==> src/rtl/message_tx.sv <==
// Serial frame transmitter: start bit, DATA_WIDTH bits LSB first, then 1 or 2 stop bits.
// Advances one bit per rising edge of the bit_clk level; a one-entry hold register allows back-to-back frames.
module message_tx #(
  parameter int DATA_WIDTH = 8,
  parameter int STOP_BITS  = 1
) (
  input  logic                  clk,
  input  logic                  rst,
  input  logic                  bit_clk,
  input  logic [DATA_WIDTH-1:0] data_in,
  input  logic                  data_valid,
  output logic                  data_ready,
  output logic                  tx,
  output logic                  busy
);

  localparam int            CW        = (DATA_WIDTH > 1) ? $clog2(DATA_WIDTH) : 1;
  localparam logic [CW-1:0] LAST_BIT  = CW'(DATA_WIDTH - 1);
  localparam logic          LAST_STOP = 1'(STOP_BITS - 1);

  typedef enum logic [1:0] {IDLE, START, DATA, STOP} state_t;

  state_t                state;
  logic                  bit_clk_q;
  logic                  tick;
  logic [DATA_WIDTH-1:0] hold_data;
  logic                  hold_valid;
  logic [DATA_WIDTH-1:0] shift;
  logic [CW-1:0]         bit_cnt;
  logic                  stop_cnt;

  assign tick       = bit_clk & ~bit_clk_q;
  assign data_ready = ~hold_valid;

  always_ff @(posedge clk) begin
    if (!rst) begin
      state      <= IDLE;
      tx         <= 1'b1;
      busy       <= 1'b0;
      bit_clk_q  <= 1'b1;
      hold_data  <= '0;
      hold_valid <= 1'b0;
      shift      <= '0;
      bit_cnt    <= '0;
      stop_cnt   <= 1'b0;
    end else begin
      bit_clk_q <= bit_clk;

      // Accept only into an empty holder; the FSM only drains a full one, so these never collide.
      if (data_valid && !hold_valid) begin
        hold_valid <= 1'b1;
        hold_data  <= data_in;
      end

      if (tick) begin
        case (state)
          IDLE: begin
            if (hold_valid) begin
              shift      <= hold_data;
              hold_valid <= 1'b0;
              tx         <= 1'b0;
              busy       <= 1'b1;
              state      <= START;
            end
          end
          START: begin
            tx      <= shift[0];
            shift   <= shift >> 1;
            bit_cnt <= '0;
            state   <= DATA;
          end
          DATA: begin
            if (bit_cnt == LAST_BIT) begin
              tx       <= 1'b1;
              stop_cnt <= 1'b0;
              state    <= STOP;
            end else begin
              tx      <= shift[0];
              shift   <= shift >> 1;
              bit_cnt <= bit_cnt + 1'b1;
            end
          end
          STOP: begin
            if (stop_cnt != LAST_STOP) begin
              stop_cnt <= stop_cnt + 1'b1;
            end else if (hold_valid) begin
              shift      <= hold_data;
              hold_valid <= 1'b0;
              tx         <= 1'b0;
              state      <= START;
            end else begin
              busy  <= 1'b0;
              state <= IDLE;
            end
          end
          default: begin
            tx    <= 1'b1;
            busy  <= 1'b0;
            state <= IDLE;
          end
        endcase
      end
    end
  end

endmodule
==> config.mk <==
export PLATFORM = sky130hd
export DESIGN_NAME = message_tx
export DESIGN_NICKNAME = d
export VERILOG_FILES = /design/src/rtl/message_tx.sv
export SDC_FILE = /design/constraint.sdc
export NUM_CORES = 1
export LEC_CHECK = 0
export CAP_MARGIN = 20
export CELL_PAD_IN_SITES_DETAIL_PLACEMENT = 1
export CELL_PAD_IN_SITES_GLOBAL_PLACEMENT = 1
export CORE_ASPECT_RATIO = 0.7
export CORE_MARGIN = 2
export CORE_UTILIZATION = 30
export CTS_CLUSTER_DIAMETER = 120
export DETAILED_ROUTE_END_ITERATION = 16
export PLACE_DENSITY_LB_ADDON = 0.05
export SLEW_MARGIN = 10
export SYNTH_ARGS = -nofsm -noshare
export SYNTH_HDL_FRONTEND = slang
export SYNTH_SLANG_ARGS = --single-unit
export TNS_END_PERCENT = 20
==> constraint.sdc <==
create_clock -name clk -period 1.78 [get_ports clk]
set_input_delay 0.267 -clock clk [delete_from_list [all_inputs] [get_ports clk]]
set_output_delay 0.267 -clock clk [all_outputs]
set_load 0.005 [all_outputs]
==> results.py <==
metrics = {
    "outcome": {
        "status": "finished, final reports clean",
    },
    "critical_path": {
        "cp-end-kind": "flop",
        "r2r_end": "state[1]",
        "startpoint_type": "flop",
        "critical_path_class": "reg -> reg",
        "cp_max_fo": 5,
        "timing.rr.start": "state[0]",
        "crit_required_ns": 1.94,
        "rrSetupSlack_ns": 0.13,
        "reg2reg_depth": 6,
        "arrival_ns": 1.81,
    },
    "final_layout": {
        "layout-drive-gt1-share_pct": 10.29,
        "final_nets": 155,
        "final_util_pct": 37.74,
        "antenna_cells": 0,
        "area_growth_pct": 21.74,
        "nFillCells": 454,
    },
    "hold_path": {
        "hold_end": "shift[7]",
        "hp-class": "reg -> reg",
        "whs_path_depth": 2,
        "hold_start": "shift[7]",
    },
    "route": {
        "wl_per_cell_um": 12.58,
        "routed_via_density": 4.548,
        "drt_iter0_markers": 38,
        "dr.pass1.iters": 4,
        "drt_wl_total_um": 2365,
        "ant_nets": 0,
        "drcViolationCount": 0,
        "num_vias": 855,
    },
    "sta": {
        "post-route-period-util_pct": 92.69,
        "hold_violations": 0,
        "finalCriticalPeriod_ns": 1.650,
        "setup-tns-final_ns": 0,
        "slew_violations": 0,
        "timing.slew.headroom_pct": 79.03,
        "max_freq_ghz": 0.6061,
        "finalSetupViolCount": 0,
        "rsz0062_at_grt": "false",
        "worstMarginPinSlew_ns": 0.3139,
        "worst_clock_skew_ns": 0.003649,
    },
    "logic_synthesis": {
        "synth.distinct_cells": 27,
        "syn-cell-area_um2": 1209,
        "synthCells": 118,
        "yosysSeqAreaShare_pct": 41.41,
        "synth_warnings": 0,
        "synthesis.nets": 136,
        "synth-seq-cells": 25,
        "syn_avg_cell_area_um2": 10.24,
    },
    "power": {
        "p_int_mw": 0.8223,
        "pwr-share-clk_pct": 31.0,
        "p_leak_nw": 0.6296,
        "power_density_nw_per_um2": 724.1,
        "p_sw_mw": 0.2432,
        "pwr-share-comb_pct": 12.8,
        "pwr-share-seq_pct": 56.2,
        "sw_frac_of_total_pct": 22.83,
        "ir_worst_vdd_mv": 0.2396,
    },
    "global_routing": {
        "grt_pass1_wl_um": 4098,
        "antenna_found_initial": 0,
        "grt_pass1_vias": 818,
        "overflow": 0,
        "grt_max_degree": 26,
        "track_usage_pct": 11.86,
    },
    "clock_tree": {
        "clock-sinks": 25,
        "numCtsBuffers": 3,
        "clock_path_buffers": 2,
        "clkSlewWorstSetupHoldPaths_ns": 0.08,
        "cts.htree.levels": 1,
        "cts_hold_buf": 0,
        "root_buffer": "clkbuf_8",
        "cts_tree": "built",
        "clkLatencyLatePin_ns": 0.26,
    },
    "floorplan": {
        "die_h_um": 57.11,
        "core_area_um2": 3899,
        "initial_utilization_pct": 31.00,
        "die_area_um2": 4561,
        "die_w_um": 79.87,
        "num_rows": 19,
        "ios": 15,
    },
    "placed_design": {
        "dp_hpwl_um": 1739,
        "io_buffers": 14,
        "place.gp.congestion": 0.7122,
    },
    "flow_run": {
        "maxCapViolCount": 0,
    },
}
-- flip-flops by register name, summed over array words and instances (netlist names) --
signal	count
hold_valid	1
bit_clk_q	1
tx	1
state	2
bit_cnt	3
hold_data	8
busy	1
shift	8
-- per-stage QoR --
stage | cells | worst slack [ns] | total power [mW] | hold slack, ns | cell area, um^2
after floorplan | 118 | 0.3083 | 0.6898 | 0.3400 | 1209
after global placement | 184 | 0.1463 | 0.7483 | 0.4704 | 1425
after detailed placement | 184 | 0.1366 | 0.7513 | 0.4820 | 1425
after CTS | 188 | 0.1094 | 1.093 | 0.4969 | 1470
after global routing | 188 | 0.002202 | 1.136 | 0.5208 | 1471
final | 188 | 0.1301 | 1.066 | 0.4852 | 1471
-- cells in the mapped netlist --
library cell | count | area share, %
nor2b_1 | 15 | 7.8
a21oi_1 | 1 | 0.41
nand2_1 | 8 | 2.5
nor3_1 | 1 | 0.41
o211a_1 | 8 | 6.6
a211oi_1 | 1 | 0.62
inv_1 | 3 | 0.93
ha_1 | 6 | 6.2
buf_2 | 3 | 1.2
a21boi_0 | 1 | 0.62
o21ai_2 | 1 | 0.72
nand2b_1 | 2 | 1.0
dfxtp_1 | 25 | 41
nand2b_4 | 1 | 1.1
mux2i_1 | 17 | 14
a211oi_4 | 2 | 3.3
o21a_1 | 1 | 0.62
o21ai_0 | 4 | 1.7
nand3b_1 | 1 | 0.62
nor2_1 | 6 | 1.9
buf_6 | 1 | 0.93
a31oi_1 | 1 | 0.52
and2_1 | 2 | 1.0
a22oi_1 | 2 | 1.2
clkbuf_1 | 2 | 0.62
and2b_1 | 1 | 0.62
o31ai_1 | 2 | 1.2
-- critical path, cell delays in order, from the launching register on --
cell and delay (ns):
dfxtp_1 0.40, inv_1 0.10, ha_1 0.29, and2b_2 0.27, a211oi_4 0.21, mux2i_1 0.22, nor2b_1 0.06
-- per-layer routing --
metal  part of all wire [%]  up-vias  wire (um)  track usage, %
met3                    3.6        2         85           4.430
met2                     42        9        987           16.69
met5                      0        -          0               0
met4                   0.68        0         16           2.906
li1                       -      449          -               -
met1                     54      395       1276           17.22
-- placed cells by master (no fill, tap or decap), types with 3 or more instances in the layout --
cell,count
o211a_1,8
inv_1,3
dfxtp_1,25
mux2i_1,17
clkdlybuf4s50_1,14
nand2_1,8
buf_4,6
clkbuf_8,3
o21ai_0,4
nor2_1,6
nor2b_1,15
ha_1,6
-- final cells by class --
type | instances | area [um^2] | share of cell area, %
Multi-Input combinational cell | 84 | 664.4 | 45.15
Sequential cell | 25 | 500.5 | 34.01
Tap cell | 52 | 65.06 | 4.422
Inverter | 3 | 11.26 | 0.7653
Timing Repair Buffer | 20 | 185.2 | 12.59
Clock buffer | 4 | 45.04 | 3.061
-- worst max path at each step --
stage	start	to	slack (ns)	depth (start not counted)
floorplan	bit_cnt[0]	shift[4]	0.31	6
global placement	state[0]	state[1]	0.15	6
detailed placement	bit_clk	shift[7]	0.14	6
CTS	state[0]	state[1]	0.11	6
global route	state[0]	state[1]	0.002	6
finish	state[0]	state[1]	0.13	6
-- cell families after synthesis --
family | Yosys count | share of synthesized area (%)
compound gates | 24 | 17.60
fa+ha+maj | 6 | 6.211
buf+inv | 9 | 3.726
flops | 25 | 41.41
mux | 17 | 14.08
simple gates | 37 | 16.98
-- power by group through the flow --
stage / clock network, mW / registers [mW] / logic (mW)
floorplan: 0 / 0.606 / 0.0839
global placement: 0 / 0.612 / 0.136
detailed placement: 0 / 0.612 / 0.139
CTS: 0.354 / 0.599 / 0.140
global route: 0.383 / 0.603 / 0.150
finish: 0.331 / 0.598 / 0.137
-- timing repair --
| item | 4_1_cts | 5_1_grt |
|---|---|---|
| endpoints found under the setup margin | 0 | 1 |
| setup buffers | 0 | 0 |
| gates resized for setup | 0 | 1 |
Power figures use the tool's default switching activity.
